==> src/rtl/aes_prng_clear_sched_pkg.sv <==
// Shared types for the AES clearing-PRNG scheduler: hardened state encoding and default reseed interval.
// No logic, no latency, no backpressure.
// Referenced by aes_prng_clear_sched and aes_prng_clear_rr.
package aes_prng_clear_sched_pkg;

   // Pairwise Hamming distance >= 3 so a single upset never lands on another legal state.
   typedef enum logic [4:0] {
      SchedIdle   = 5'b01001,
      SchedGrant  = 5'b10100,
      SchedReseed = 5'b11111
   } prng_sched_e;

   localparam int unsigned ReseedIntervalDefault = 32'd1024;

endpackage

==> src/rtl/aes_prng_clear_rr.sv <==
// Combinational round-robin pick: lowest requester index at or after ptr_i, wrapping.
// Zero latency; no backpressure (pure function of req_i and ptr_i).
// vld_o is low when no requester is active.
module aes_prng_clear_rr
   import aes_prng_clear_sched_pkg::*;
#(
   parameter int unsigned NumReq = 3,
   parameter int unsigned IdxW   = 2
) (
   input  logic [NumReq-1:0] req_i,
   input  logic [IdxW-1:0]   ptr_i,
   output logic [IdxW-1:0]   idx_o,
   output logic              vld_o
);

   // Scan from the farthest offset down so the nearest active requester wins.
   always_comb begin
      idx_o = '0;
      vld_o = 1'b0;
      for (int i = int'(NumReq) - 1; i >= 0; i--) begin
         if (req_i[IdxW'((int'(ptr_i) + i) % int'(NumReq))]) begin
            idx_o = IdxW'((int'(ptr_i) + i) % int'(NumReq));
            vld_o = 1'b1;
         end
      end
   end

endmodule

==> src/rtl/aes_prng_clear_sched.sv <==
// Shares the AES clearing PRNG among NumReq consumers (round-robin words) and sequences reseeds.
// Latency: request in Idle -> prng_data_req_o next cycle; ack_o same cycle as prng_data_ack_i.
// Backpressure: req_i/reseed_req_i held until acked; AES_PRNG_CLEAR_SCHED_AUTO_RESEED_EN adds interval reseeds.
module aes_prng_clear_sched
   import aes_prng_clear_sched_pkg::*;
#(
   parameter int unsigned NumReq         = 3,
   parameter int unsigned CntW           = 16,
   parameter int unsigned ReseedInterval = ReseedIntervalDefault
) (
   input  logic              clk_i,
   input  logic              rst_i,
   input  logic [NumReq-1:0] req_i,
   output logic [NumReq-1:0] ack_o,
   output logic              prng_data_req_o,
   input  logic              prng_data_ack_i,
   input  logic              reseed_req_i,
   output logic              reseed_ack_o,
   output logic              prng_reseed_req_o,
   input  logic              prng_reseed_ack_i,
   output logic              busy_o,
   output logic [CntW-1:0]   words_o
);

   localparam int unsigned IdxW = (NumReq > 1) ? $clog2(NumReq) : 1;

`ifdef AES_PRNG_CLEAR_SCHED_AUTO_RESEED_EN
   localparam logic AutoReseedEn = 1'b1;
`else
   localparam logic AutoReseedEn = 1'b0;
`endif

   prng_sched_e       state_q, state_d;
   logic [IdxW-1:0]   ptr_q, ptr_d;
   logic [IdxW-1:0]   grant_q, grant_d;
   logic [CntW-1:0]   words_q, words_d;
   logic [IdxW-1:0]   rr_idx;
   logic              rr_vld;
   logic              auto_due;

   aes_prng_clear_rr #(
      .NumReq (NumReq),
      .IdxW   (IdxW)
   ) u_rr (
      .req_i  (req_i),
      .ptr_i  (ptr_q),
      .idx_o  (rr_idx),
      .vld_o  (rr_vld)
   );

   assign auto_due = AutoReseedEn & (32'(words_q) >= ReseedInterval);

   always_comb begin
      state_d           = state_q;
      ptr_d             = ptr_q;
      grant_d           = grant_q;
      words_d           = words_q;
      ack_o             = '0;
      prng_data_req_o   = 1'b0;
      prng_reseed_req_o = 1'b0;
      reseed_ack_o      = 1'b0;
      busy_o            = (state_q != SchedIdle);

      case (state_q)
         SchedIdle: begin
            if (reseed_req_i || auto_due) begin
               state_d = SchedReseed;
            end else if (rr_vld) begin
               grant_d = rr_idx;
               state_d = SchedGrant;
            end
         end
         SchedGrant: begin
            prng_data_req_o = 1'b1;
            if (!req_i[grant_q]) begin
               state_d = SchedIdle;
            end else if (prng_data_ack_i) begin
               ack_o[grant_q] = 1'b1;
               ptr_d          = (grant_q == IdxW'(NumReq - 1)) ? '0 : grant_q + 1'b1;
               words_d        = (&words_q) ? words_q : words_q + 1'b1;
               state_d        = SchedIdle;
            end
         end
         SchedReseed: begin
            prng_reseed_req_o = 1'b1;
            if (prng_reseed_ack_i) begin
               // An auto reseed also retires an explicit request held alongside it.
               reseed_ack_o = reseed_req_i;
               words_d      = '0;
               state_d      = SchedIdle;
            end
         end
         default: begin
            state_d = SchedIdle;
         end
      endcase
   end

   always_ff @(posedge clk_i) begin
      if (rst_i) begin
         state_q <= SchedIdle;
         ptr_q   <= '0;
         grant_q <= '0;
         words_q <= '0;
      end else begin
         state_q <= state_d;
         ptr_q   <= ptr_d;
         grant_q <= grant_d;
         words_q <= words_d;
      end
   end

   assign words_o = words_q;

   grant_req_held_a: assert property (@(posedge clk_i) disable iff (rst_i)
      (state_q == SchedGrant) |-> req_i[grant_q]);

endmodule

==> config.mk <==
export PLATFORM = sky130hd
export DESIGN_NAME = aes_prng_clear_sched
export DESIGN_NICKNAME = d
export VERILOG_FILES = /design/src/rtl/aes_prng_clear_sched_pkg.sv /design/src/rtl/aes_prng_clear_rr.sv /design/src/rtl/aes_prng_clear_sched.sv
export SDC_FILE = /design/constraint.sdc
export NUM_CORES = 1
export LEC_CHECK = 0
export BUFFER_PORTS_ARGS = -buffer_cell sky130_fd_sc_hd__buf_2
export CAP_MARGIN = 5
export CELL_PAD_IN_SITES_DETAIL_PLACEMENT = 0
export CELL_PAD_IN_SITES_GLOBAL_PLACEMENT = 2
export CORE_ASPECT_RATIO = 1.4
export CORE_MARGIN = 5
export CORE_UTILIZATION = 33
export CTS_BUF_LIST = sky130_fd_sc_hd__clkbuf_8
export CTS_CLUSTER_SIZE = 16
export DETAILED_ROUTE_END_ITERATION = 12
export MAX_ROUTING_LAYER = met4
export PLACE_DENSITY = 0.87
export SYNTH_ARGS = -nofsm -noshare
export SYNTH_HDL_FRONTEND = slang
export SYNTH_HIERARCHICAL = 1
export SYNTH_SLANG_ARGS = --single-unit
==> constraint.sdc <==
create_clock -name clk_i -period 3.2 [get_ports clk_i]
set_clock_uncertainty 0.05 [all_clocks]
set_input_delay 0.64 -clock clk_i [delete_from_list [all_inputs] [get_ports clk_i]]
set_output_delay 0.64 -clock clk_i [all_outputs]
set_load 0.1 [all_outputs]
# After elaboration in Yosys (flattened, before gate mapping)

Cells that the tools add are included.
Widths: inputs -> output; s select.

Input bits: 8
Word-level logic and storage cells: 73
Output and inout port bits: 23
Register bits: 25

Bitwise operators: 1
Add/subtract/negate cells: 4
Mux-type cells: 38
Eq/ne operators: 11
Reductions and logical operators: 7
Divide/modulo/power cells: 3
$lt $le $gt $ge: 5

Operators with widths:

| cell                  | count |
|---|---|
| $mod 32x3->32 const B | 2 |
| $mux 16               | 4 |
| $mod 3x3->32 const B  | 1 |
| $pmux 16 s2           | 1 |
| $mux 5                | 5 |
| $add 16x1->16 const B | 1 |
| $reduce_and 16->1     | 1 |
| $mux 1                | 15 |
| $pmux 5 s3            | 1 |
| $lt 2x4->1 const B    | 3 |
| $eq 5x5->1 const B    | 2 |
| $mux 3                | 3 |
| $reduce_and 3->1      | 3 |
| $bmux 1 s2            | 4 |
| $mux 2                | 4 |
| $ne 2x2->1 const B    | 4 |
| $ne 3x3->1 const B    | 2 |
| $eq 5x4->1 const B    | 1 |
| $ne 5x4->1 const B    | 1 |
| $reduce_and 5->1      | 1 |
| $add 2x1->3 const B   | 1 |
| $add 2x2->3 const B   | 1 |
| $lt 2x3->1 const B    | 1 |
| $add 2x1->2 const B   | 1 |
| 6 further kinds       | 6 |

# Depth between registers and ports, before layout

Gate-level depths: netlist of run 1.

Word-level depth: 11
Gate-level depth with buffers: 11
Gate-level depth less buffers: 10

# Modules after synthesis

Netlist of run 1, hierarchy kept.

Modules (own cells, without submodules):

| module               | area each (um^2) | seq. area each (um^2) | instances | cells an instance |
|---|---|---|---|---|
| aes_prng_clear_sched | 1295.0           | 460.4                 | 1         | 160 |
| aes_prng_clear_rr    | 222.7            | 0.0                   | 1         | 29 |

# Least setup slack after synthesis of run 1

Ideal clock, no wire load.

Kind: input port to output port
Start: input port req_i[2]
End: output port ack_o[0]
Data required time: 2510 ps
Arrival time: 3199 ps
Stages: 4
Setup slack: -689 ps
Buffers on the path: 0
Cell sequence: nor2b_1 > nand2b_1 > nand3_2 > nor3_1

Word-level cells in the longest chain between the ends: 4

Ends and longest elaborated chain:

| item                         | RTL line                   | RTL |
|---|---|---|
| start, declared              | aes_prng_clear_sched.sv:13 | `input logic [NumReq-1:0] req_i,` |
| $bmux 1 s2                   | aes_prng_clear_sched.sv:75 | `if (!req_i[grant_q]) begin` |
| $mux 1 (implied by the code) | aes_prng_clear_sched.sv:75 |  |
| $mux 3                       | aes_prng_clear_sched.sv:75 |  |
| $mux 3                       | aes_prng_clear_sched.sv:64 | `case (state_q)` |
| end, declared                | aes_prng_clear_sched.sv:14 | `output logic [NumReq-1:0] ack_o,` |

No other way between the ends. The select of a mux whose other input is x is not followed.

# Final worst setup path of run 1

Start: register state_q[2]
End: output port ack_o[1]

Word-level cells in the longest chain between the ends: 2

Ends and longest elaborated chain:

| item                   | RTL line                    | RTL |
|---|---|---|
| start, declared        | aes_prng_clear_sched.sv:33  | `prng_sched_e state_q, state_d;` |
| start signal, assigned | aes_prng_clear_sched.sv:101 | `state_q <= SchedIdle;` |
| start signal, assigned | aes_prng_clear_sched.sv:106 | `state_q <= state_d;` |
| $eq 5x5->1             | aes_prng_clear_sched.sv:64  |  |
| $mux 3                 | aes_prng_clear_sched.sv:64  |  |

No other way between the ends.

==> results of run 1 <==
registers in the layout (all words and copies together), names as in the netlist:
| signal | count |
|---|---|
| words_o | 16 |
| ptr_q | 2 |
| state_q | 3 |
| grant_q | 2 |
report_power, final:
| group | switching (mW) | total, mW | internal (mW) |
|---|---|---|---|
| sequential | 0.0119 | 0.305 | 0.293 |
| combinational | 0.0920 | 0.124 | 0.0322 |
| clock | 0.0959 | 0.182 | 0.0859 |
logic make-up after synthesis:
| kind of cell | after synthesis | synth area share |
|---|---|---|
| compound gates | 46 | 0.209 |
| xor+xnor | 3 | 0.0173 |
| buf+inv | 12 | 0.0363 |
| mux | 5 | 0.0338 |
| flops | 23 | 0.303 |
| simple gates | 96 | 0.367 |
| fa+ha+maj | 4 | 0.0330 |
metal layers:
layer	up-vias	routed length, µm
li1	769	-
met1	749	1750
met2	31	2320
met3	9	137
met4	0	97
met5	-	0
worst min-delay path: stages (launching register included):
cell     delay [ns]
dfxtp_1        0.35
nand2_1        0.06
a21oi_1        0.05
through the flow:
stage | utilization | cells
2_1_floorplan | - | 189
3_3_place_gp | 0.387 | 278
3_5_place_dp | 0.387 | 278
4_1_cts | 0.397 | 282
5_1_grt | 0.397 | 282
6_report | 0.397 | 282
synthesized netlist by cell type (2+ instances only):
library cell	n
nand2_1	12
a31oi_1	3
nand3b_1	3
dfxtp_1	23
and3_1	9
o21ai_0	10
a41oi_1	3
nand4_1	4
a21oi_1	12
nor4_1	2
xnor2_1	3
nand3_1	14
nor2_1	21
nor2b_1	4
mux2i_1	4
inv_1	6
nand4_2	2
ha_1	4
nand2b_1	6
inv_2	2
o22ai_1	2
nor3b_1	3
nor3_1	5
path summary, 6_finish.rpt:
path | startpoint | endpoint | slack [ns] | depth (start not counted)
worst max register to register | ptr_q[0] | state_q[2] | 0.66 | 10
worst min-delay path | grant_q[1] | grant_q[1] | 0.46 | 2
worst min register to register | grant_q[1] | grant_q[1] | 0.46 | 2
worst max-delay path | state_q[2] | ack_o[1] | 0.50 | 5
final cells by class:
cell class	count	area [µm²]
Fill cell	513	2710
Sequential cell	23	460
Tap cell	62	77.6
Multi-Input combinational cell	154	1020
Clock buffer	3	41.3
Timing Repair Buffer	31	158
Clock inverter	1	3.75
Inverter	8	30.0
==> flow_summary.yaml, run 1 <==
outcome:
  status: "completed"
cts:
  cts_sinks: 23
  cts_setup_buffers: 0
  holdBufCountCts: 0
  cts_buffers: 3
  insertion_delay_ns: 0.27
  cts.path.max_buffers: 2
  tritoncts: "yes"
  cts_repair_resize_count: 0
  cts-root-buf: "clkbuf_8"
  htree_levels: 1
  cts.clk_slew.worst_paths_ns: 0.09
yosys:
  syn_inst: 189
  synthTopCellsByArea: "dfxtp_1 30%, nor2_1 5.2%, nand3_1 4.6%, a21oi_1 4.0%, and3_1 3.7%"
  ys_types: 55
  synthFlopType: "dfxtp_1"
  syn-num-nets: 201
  yosysTopAreaCell: "dfxtp_1"
  syn_area_um2: 1520
  synth_top_cell_area_share: 0.303
  post_synth.cell_area_avg_um2: 8.03
  yosysSeqAreaShare: 0.303
  synth_seq_cells: 23
  synth_warnings: 6
  synth_async_sr_flop_share: 0
  synth_edf_count: 0
placed_design:
  dp_hpwl_um: 3340
  io_buffers: 30
  dpl_cell_area_um2: 1740
  gp_congestion: 0.817
  post-place-ws_ns: 0.502
finish:
  drive_above_1_share: 0.232
  final_common_cell: "buf_2"
  layout_common_cells: "30 x buf_2, 23 x dfxtp_1, 21 x nor2_1, 14 x nand3_1"
  design_area_um2: 1790
  fin_nets: 233
  n_antenna_cell: 0
  area_delta_synth_final_pct: 17.8
timing:
  post-route-min-period_ns: 2.70
  slew_headroom: 0.671
  rsz0062_at_grt: "no"
  tightestPinTransition_ns: 0.496
  hold_viol_final: 0
  setup_viol: 0
  whs_ns: 0.456
  fin_ws_ns: 0.502
  max_freq_ghz: 0.371
  period_share: 0.843
  fin_setup_tns_ns: 0
  slew_violations: 0
power_and_ir_drop:
  power_density_nw_per_um2: 342
  ir_drop_uv: 182
  total_power_mw: 0.611
  p_leak_nw: 0.759
detailed_routing:
  drt_iter0_drc: 28
  wl_um: 4310
  routedWlPerCell_um: 15.3
  vias: 1558
  post_drt_via_cell_ratio: 5.52
  first_pass_iters: 4
  drtAntennaViolNets: 0
  drcViolationCount: 0
min_path:
  hp-class: "reg2reg"
setup_path:
  critPathMaxFanout: 8
  crit_chain: "and4bb_1, o21ai_2, a21oi_4, and3_1, buf_2"
  cp-start-kind: "register"
  worst-setup-path-type: "reg2out"
  arrival_ns: 2.01
  crit_slowest_cell: "dfxtp_1"
  cp-end-kind: "output pin"
  crit_buf_inv: 1
  cp.required_ns: 2.51
  crit_family: "simple AND/OR/NAND/NOR gates"
  slowest_delay_ns: 0.44
global_routing:
  grt_first_pass_wirelength_um: 7220
  grt_busiest_layer: "met2"
  gr-usage-all-layers: 0.152
  use_met1: 0.158
  use_met3: 0.0200
  grt_use_met2: 0.278
  grt_max_degree: 18
  grt_pass1_vias: 1571
  antenna_found_initial: 0
  grt-ovfl-total: 0
floorplanning:
  fp.dieH_um: 90.2
  die_area_um2: 6070
  initial_core_util: 0.337
  coreArea_um2: 4500
  io_pins: 31
  placementRows: 29
  dieWidth_um: 67.3
flow_run:
  drv_cap: 0
Note: power is estimated with default switching activity, not from simulation.
==> inputs of run 2 (changes only) <==
--- a/config.mk
+++ b/config.mk
@@ -5,18 +5,19 @@
 export SDC_FILE = /design/constraint.sdc
 export NUM_CORES = 1
 export LEC_CHECK = 0
+export ABC_AREA = 1
 export BUFFER_PORTS_ARGS = -buffer_cell sky130_fd_sc_hd__buf_2
 export CAP_MARGIN = 5
 export CELL_PAD_IN_SITES_DETAIL_PLACEMENT = 0
 export CELL_PAD_IN_SITES_GLOBAL_PLACEMENT = 2
 export CORE_ASPECT_RATIO = 1.4
 export CORE_MARGIN = 5
-export CORE_UTILIZATION = 33
+export CORE_UTILIZATION = 27
 export CTS_BUF_LIST = sky130_fd_sc_hd__clkbuf_8
 export CTS_CLUSTER_SIZE = 16
 export DETAILED_ROUTE_END_ITERATION = 12
 export MAX_ROUTING_LAYER = met4
-export PLACE_DENSITY = 0.87
+export PLACE_DENSITY = 0.82
 export SYNTH_ARGS = -nofsm -noshare
 export SYNTH_HDL_FRONTEND = slang
 export SYNTH_HIERARCHICAL = 1
==> constraint.sdc (replaced) <==
create_clock -name clk_i -period 2.26 [get_ports clk_i]
set_clock_uncertainty 0.05 [all_clocks]
set_input_delay 0.452 -clock clk_i [delete_from_list [all_inputs] [get_ports clk_i]]
set_output_delay 0.452 -clock clk_i [all_outputs]
set_load 0.1 [all_outputs]
==> run 2 against run 1 <==
Compared with the run above: global-route usage shrank 2.9 points; critical path depth increased by 3; non-clock buffer count grew 2; clock power rose by 50%; utilization fell by 6.9 points; clock-buffer cell count did not move; total power up 55%; setup slack got worse by 0.34 ns; first-iteration DRC count up 110%; sequential power grew 45%; critical endpoint unchanged; largest cell class unchanged; largest power group unchanged.
==> flow_summary.yaml, run 2 <==
outcome:
  status: "completed"
placed_design:
  dp_cells: 371
  dp_hpwl_um: 3660
  io_buffers: 30
  gp_congestion: 0.793
  post-place-ws_ns: 0.315
  dpl_cell_area_um2: 1960
yosys:
  synth_seq_cells: 23
  yosysTopAreaCell: "dfxtp_1"
  yosysSeqAreaShare: 0.275
  synth_async_sr_flop_share: 0
  synth_warnings: 6
  syn_inst: 270
  syn_area_um2: 1670
  ys_types: 31
  synthFlopType: "dfxtp_1"
  yosysMostFrequentCell: "nand2_1"
  synthTopCellsByArea: "dfxtp_1 28%, nand2_1 15%, nand3_1 12%, nor2_1 7.4%, inv_1 6.7%"
  post_synth.cell_area_avg_um2: 6.19
  ys_top_cells_by_count: "69 x nand2_1, 40 x nand3_1, 33 x nor2_1"
  syn-num-nets: 282
  synth_edf_count: 0
  synth_top_cell_area_share: 0.275
finish:
  layout_common_cells: "69 x nand2_1, 40 x nand3_1, 32 x nor2_1, 30 x inv_1, 27 x buf_2"
  final_common_cell: "nand2_1"
  final_cells: 375
  nFillCells: 729
  drive_above_1_share: 0.231
  largest_reg_flops: 16
  fin_nets: 316
  final_util: 0.328
  design_area_um2: 2010
  n_antenna_cell: 0
  area_delta_synth_final_pct: 20.2
setup_path:
  slowest_delay_ns: 0.33
  cp-end-kind: "output pin"
  cpMostUsedCell: "nand3_1"
  cp-start-kind: "register"
  cp.required_ns: 1.76
  worst-setup-path-type: "reg2out"
  critPathMaxFanout: 6
  crit_chain: "inv_1, nand3_1, nand3_1, nand2_2, clkinv_2, nand3_1, inv_1, buf_12"
  crit_slowest_cell: "dfxtp_1"
  arrival_ns: 1.60
cts:
  cts_sinks: 23
  insertion_delay_ns: 0.27
  cts_buffers: 3
  holdBufCountCts: 0
  htree_levels: 1
  cts.path.max_buffers: 2
  cts-root-buf: "clkbuf_8"
  cts_setup_buffers: 0
  tritoncts: "yes"
  cts_repair_resize_count: 0
  cts.clk_slew.worst_paths_ns: 0.09
min_path:
  hp-class: "in2reg"
floorplanning:
  io_pins: 31
  dieWidth_um: 76.5
  initial_core_util: 0.273
  die_area_um2: 7890
  fp.dieH_um: 103
  placementRows: 34
  coreArea_um2: 6130
timing:
  slew_violations: 0
  fin_ws_ns: 0.159
  hold_viol_final: 0
  fin_setup_tns_ns: 0
  slew_headroom: 0.672
  setup_viol: 0
  tightestPinTransition_ns: 0.495
  post-route-min-period_ns: 2.10
  max_freq_ghz: 0.476
  period_share: 0.930
  rsz0062_at_grt: "no"
  whs_ns: 0.420
detailed_routing:
  first_pass_iters: 4
  wl_um: 4630
  routedWlPerCell_um: 12.3
  drtAntennaViolNets: 0
  vias: 1768
  drt_iter0_drc: 59
  post_drt_via_cell_ratio: 4.71
  drcViolationCount: 0
global_routing:
  grt_max_degree: 18
  grt_first_pass_wirelength_um: 7690
  grt-ovfl-total: 0
  antenna_found_initial: 0
  grt_pass1_vias: 1617
  gr-usage-all-layers: 0.124
power_and_ir_drop:
  power_density_nw_per_um2: 471
  ir_drop_uv: 198
  total_power_mw: 0.947
  p_leak_nw: 0.923
flow_run:
  drv_cap: 0
==> run 2: cell count changes in the layout (fill, tap and decap cells not counted), sizes merged, moves of 6 or more <==
cell,previous run,this run
a21oi,14,22
and3,9,0
inv,9,35
nand2,13,75
nand2b,6,0
nand3,15,43
nor2,22,41
==> run 2: final timing paths <==
path | from | end | slack [ns] | cells past startpoint
min reg2reg | state_q[2] | state_q[2] | 0.43 | 2
max | grant_q[1] | ack_o[1] | 0.16 | 8
max reg2reg | ptr_q[0] | state_q[2] | 0.37 | 11
min | reseed_req_i | state_q[1] | 0.42 | 3
==> run 2: worst max-delay path, delay by kind of cell, from the launching register on <==
kind | cells | cell delay (ns)
AND/OR/NAND/NOR | 4 | 0.41
buffers and inverters | 4 | 0.57
flip-flops | 1 | 0.33
==> run 2: where the power goes <==
part	switching [mW]	internal (mW)
Sequential	0.0190	0.424
Clock	0.150	0.124
Combinational	0.178	0.0527
==> run 2: layout make-up <==
type / count / area [µm²] / area share
multi-input combinational: 205 / 1040 / 0.518
timing repair buffer: 33 / 218 / 0.108
tap: 72 / 90.1 / 0.0448
clock inverter: 1 / 5.00 / 0.00249
inverter: 38 / 149 / 0.0741
sequential: 23 / 465 / 0.232
clock buffer: 3 / 41.3 / 0.0205
==> run 2: cells by family after synthesis <==
kind of cell	synth area share
XOR/XNOR	0.0210
buffers and inverters	0.110
AND/OR/NAND/NOR	0.459
flip-flops	0.275
AO/OA/AOI/OAI	0.105
adder cells (fa/ha/maj)	0.0299
==> run 2: routing by layer <==
metal	vias to the layer above	GRT usage	wire length [µm]
li1	926	-	-
met1	811	0.132	1960
met2	26	0.235	2480
met3	5	0.0175	120
met4	0	0.0404	74
met5	-	-	0
==> inputs of run 3 (changes only) <==
--- a/config.mk
+++ b/config.mk
@@ -10,14 +10,13 @@
 export CAP_MARGIN = 5
 export CELL_PAD_IN_SITES_DETAIL_PLACEMENT = 0
 export CELL_PAD_IN_SITES_GLOBAL_PLACEMENT = 2
-export CORE_ASPECT_RATIO = 1.4
 export CORE_MARGIN = 5
 export CORE_UTILIZATION = 27
 export CTS_BUF_LIST = sky130_fd_sc_hd__clkbuf_8
 export CTS_CLUSTER_SIZE = 16
 export DETAILED_ROUTE_END_ITERATION = 12
 export MAX_ROUTING_LAYER = met4
-export PLACE_DENSITY = 0.82
+export PLACE_DENSITY = 0.79
 export SYNTH_ARGS = -nofsm -noshare
 export SYNTH_HDL_FRONTEND = slang
 export SYNTH_HIERARCHICAL = 1
==> run 3 against run 2 <==
Compared with the run above: non-clock buffer count unchanged; hold slack better by 0.00079 ns; register-to-register slack about the same; via count down 4.3%; first-iteration DRC count down 6.8%; largest power group unchanged.
==> flow_summary.yaml, run 3 (same netlist as run 2, synthesis figures left out) <==
outcome:
  status: "completed"
floorplanning:
  dieWidth_um: 88.7
  io_pins: 31
  coreArea_um2: 5960
  initial_core_util: 0.281
  fp.dieH_um: 88.7
  placementRows: 28
  die_area_um2: 7870
placed_design:
  dp_hpwl_um: 3520
  gp_congestion: 0.798
  post-place-ws_ns: 0.281
  io_buffers: 30
timing:
  tightestPinTransition_ns: 0.529
  fin_setup_tns_ns: 0
  slew_violations: 0
  hold_viol_final: 0
  rsz0062_at_grt: "no"
  max_freq_ghz: 0.485
  post-route-min-period_ns: 2.06
  period_share: 0.911
  fin_ws_ns: 0.200
  slew_headroom: 0.647
  setup_viol: 0
detailed_routing:
  first_pass_iters: 4
  drtAntennaViolNets: 0
  routedWlPerCell_um: 12.1
  drt_iter0_drc: 55
  post_drt_via_cell_ratio: 4.48
  wl_um: 4570
  drcViolationCount: 0
  vias: 1692
finish:
  layout_common_cells: "69 x nand2_1, 40 x nand3_1, 32 x nor2_1, 29 x inv_1, 27 x buf_2"
  drive_above_1_share: 0.234
  nFillCells: 687
  largest_reg_flops: 16
  final_common_cell: "nand2_1"
  n_antenna_cell: 0
  fin_nets: 316
  area_delta_synth_final_pct: 20.7
global_routing:
  gr-usage-all-layers: 0.128
  antenna_found_initial: 0
  grt-ovfl-total: 0
  grt_pass1_vias: 1667
  grt_first_pass_wirelength_um: 7850
  grt_max_degree: 18
setup_path:
  reg2reg_slack_ns: 0.36
  critPathMaxFanout: 6
  worst-setup-path-type: "reg2out"
  cp-start-kind: "register"
  cp-end-kind: "output pin"
  arrival_ns: 1.56
  cp.required_ns: 1.76
power_and_ir_drop:
  power_density_nw_per_um2: 470
  seq_power_share: 0.467
  power_frac_comb: 0.244
  total_power_mw: 0.948
  switching_share: 0.367
  power_frac_clock: 0.288
  ir_drop_uv: 252
  p_leak_nw: 0.933
  p_int_mw: 0.600
  power_switching_mw: 0.348
min_path:
  hp-class: "in2reg"
cts:
  cts_buffers: 3
  htree_levels: 1
  tritoncts: "yes"
  cts_repair_resize_count: 0
  holdBufCountCts: 0
  cts-root-buf: "clkbuf_8"
  cts_setup_buffers: 0
  cts_sinks: 23
  cts.clk_slew.worst_paths_ns: 0.10
  cts.path.max_buffers: 2
  insertion_delay_ns: 0.27
flow_run:
  drv_cap: 0
## run 3: cell types whose count changed in the layout (fill, tap and decap cells not counted)
cell     delta
nand2_4     +1
nand2_2     -1
inv_1       -1
inv_2       +1
## run 3: worst paths after layout
| path | to | startpoint | cells past startpoint |
|---|---|---|---|
| worst max-delay path | ack_o[1] | grant_q[0] | 8 |
| worst min-delay path | state_q[1] | reseed_req_i | 3 |
| worst max register to register | state_q[3] | ptr_q[0] | 10 |
| worst min register to register | state_q[2] | state_q[2] | 2 |
## run 3: per-layer routing
layer	vias up	routed length, µm	track usage
met5	-	0	-
met2	25	2030	0.201
met4	0	23	0.0247
met1	740	2320	0.173
met3	2	192	0.0196
li1	925	-	-
## run 3: layout make-up
type | count | area (µm²) | share of cell area
multi-input combinational | 205 | 1050 | 0.518
clock buffer | 3 | 41.3 | 0.0205
clock inverter | 1 | 5.00 | 0.00248
sequential | 23 | 465 | 0.231
tap | 75 | 93.8 | 0.0465
timing repair buffer | 33 | 218 | 0.108
inverter | 38 | 149 | 0.0738
## run 3: power by group through the flow
stage	Sequential (mW)	Combinational [mW]	Clock [mW]
3_3_place_gp	0.451	0.234	0
2_1_floorplan	0.478	0.154	0
4_1_cts	0.442	0.233	0.287
5_1_grt	0.446	0.253	0.300
6_report	0.443	0.232	0.273
3_5_place_dp	0.451	0.232	0
## run 3: critical path, cell delays in order (launching register included)
cell,delay (ns)
dfxtp_2,0.36
inv_1,0.11
nand3_1,0.08
nand3_1,0.16
nand2_4,0.10
clkinv_2,0.09
nand3_1,0.10
inv_1,0.12
buf_12,0.18
## run 3: metrics by stage
step	instance area, µm²	cells	hold WS [ns]	util
global route	2020	378	0.452	0.339
finish	2020	378	0.421	0.339
floorplan	1690	270	0.413	-
CTS	2010	378	0.417	0.338
detailed placement	1960	374	0.434	0.330
global placement	1960	374	0.442	0.330
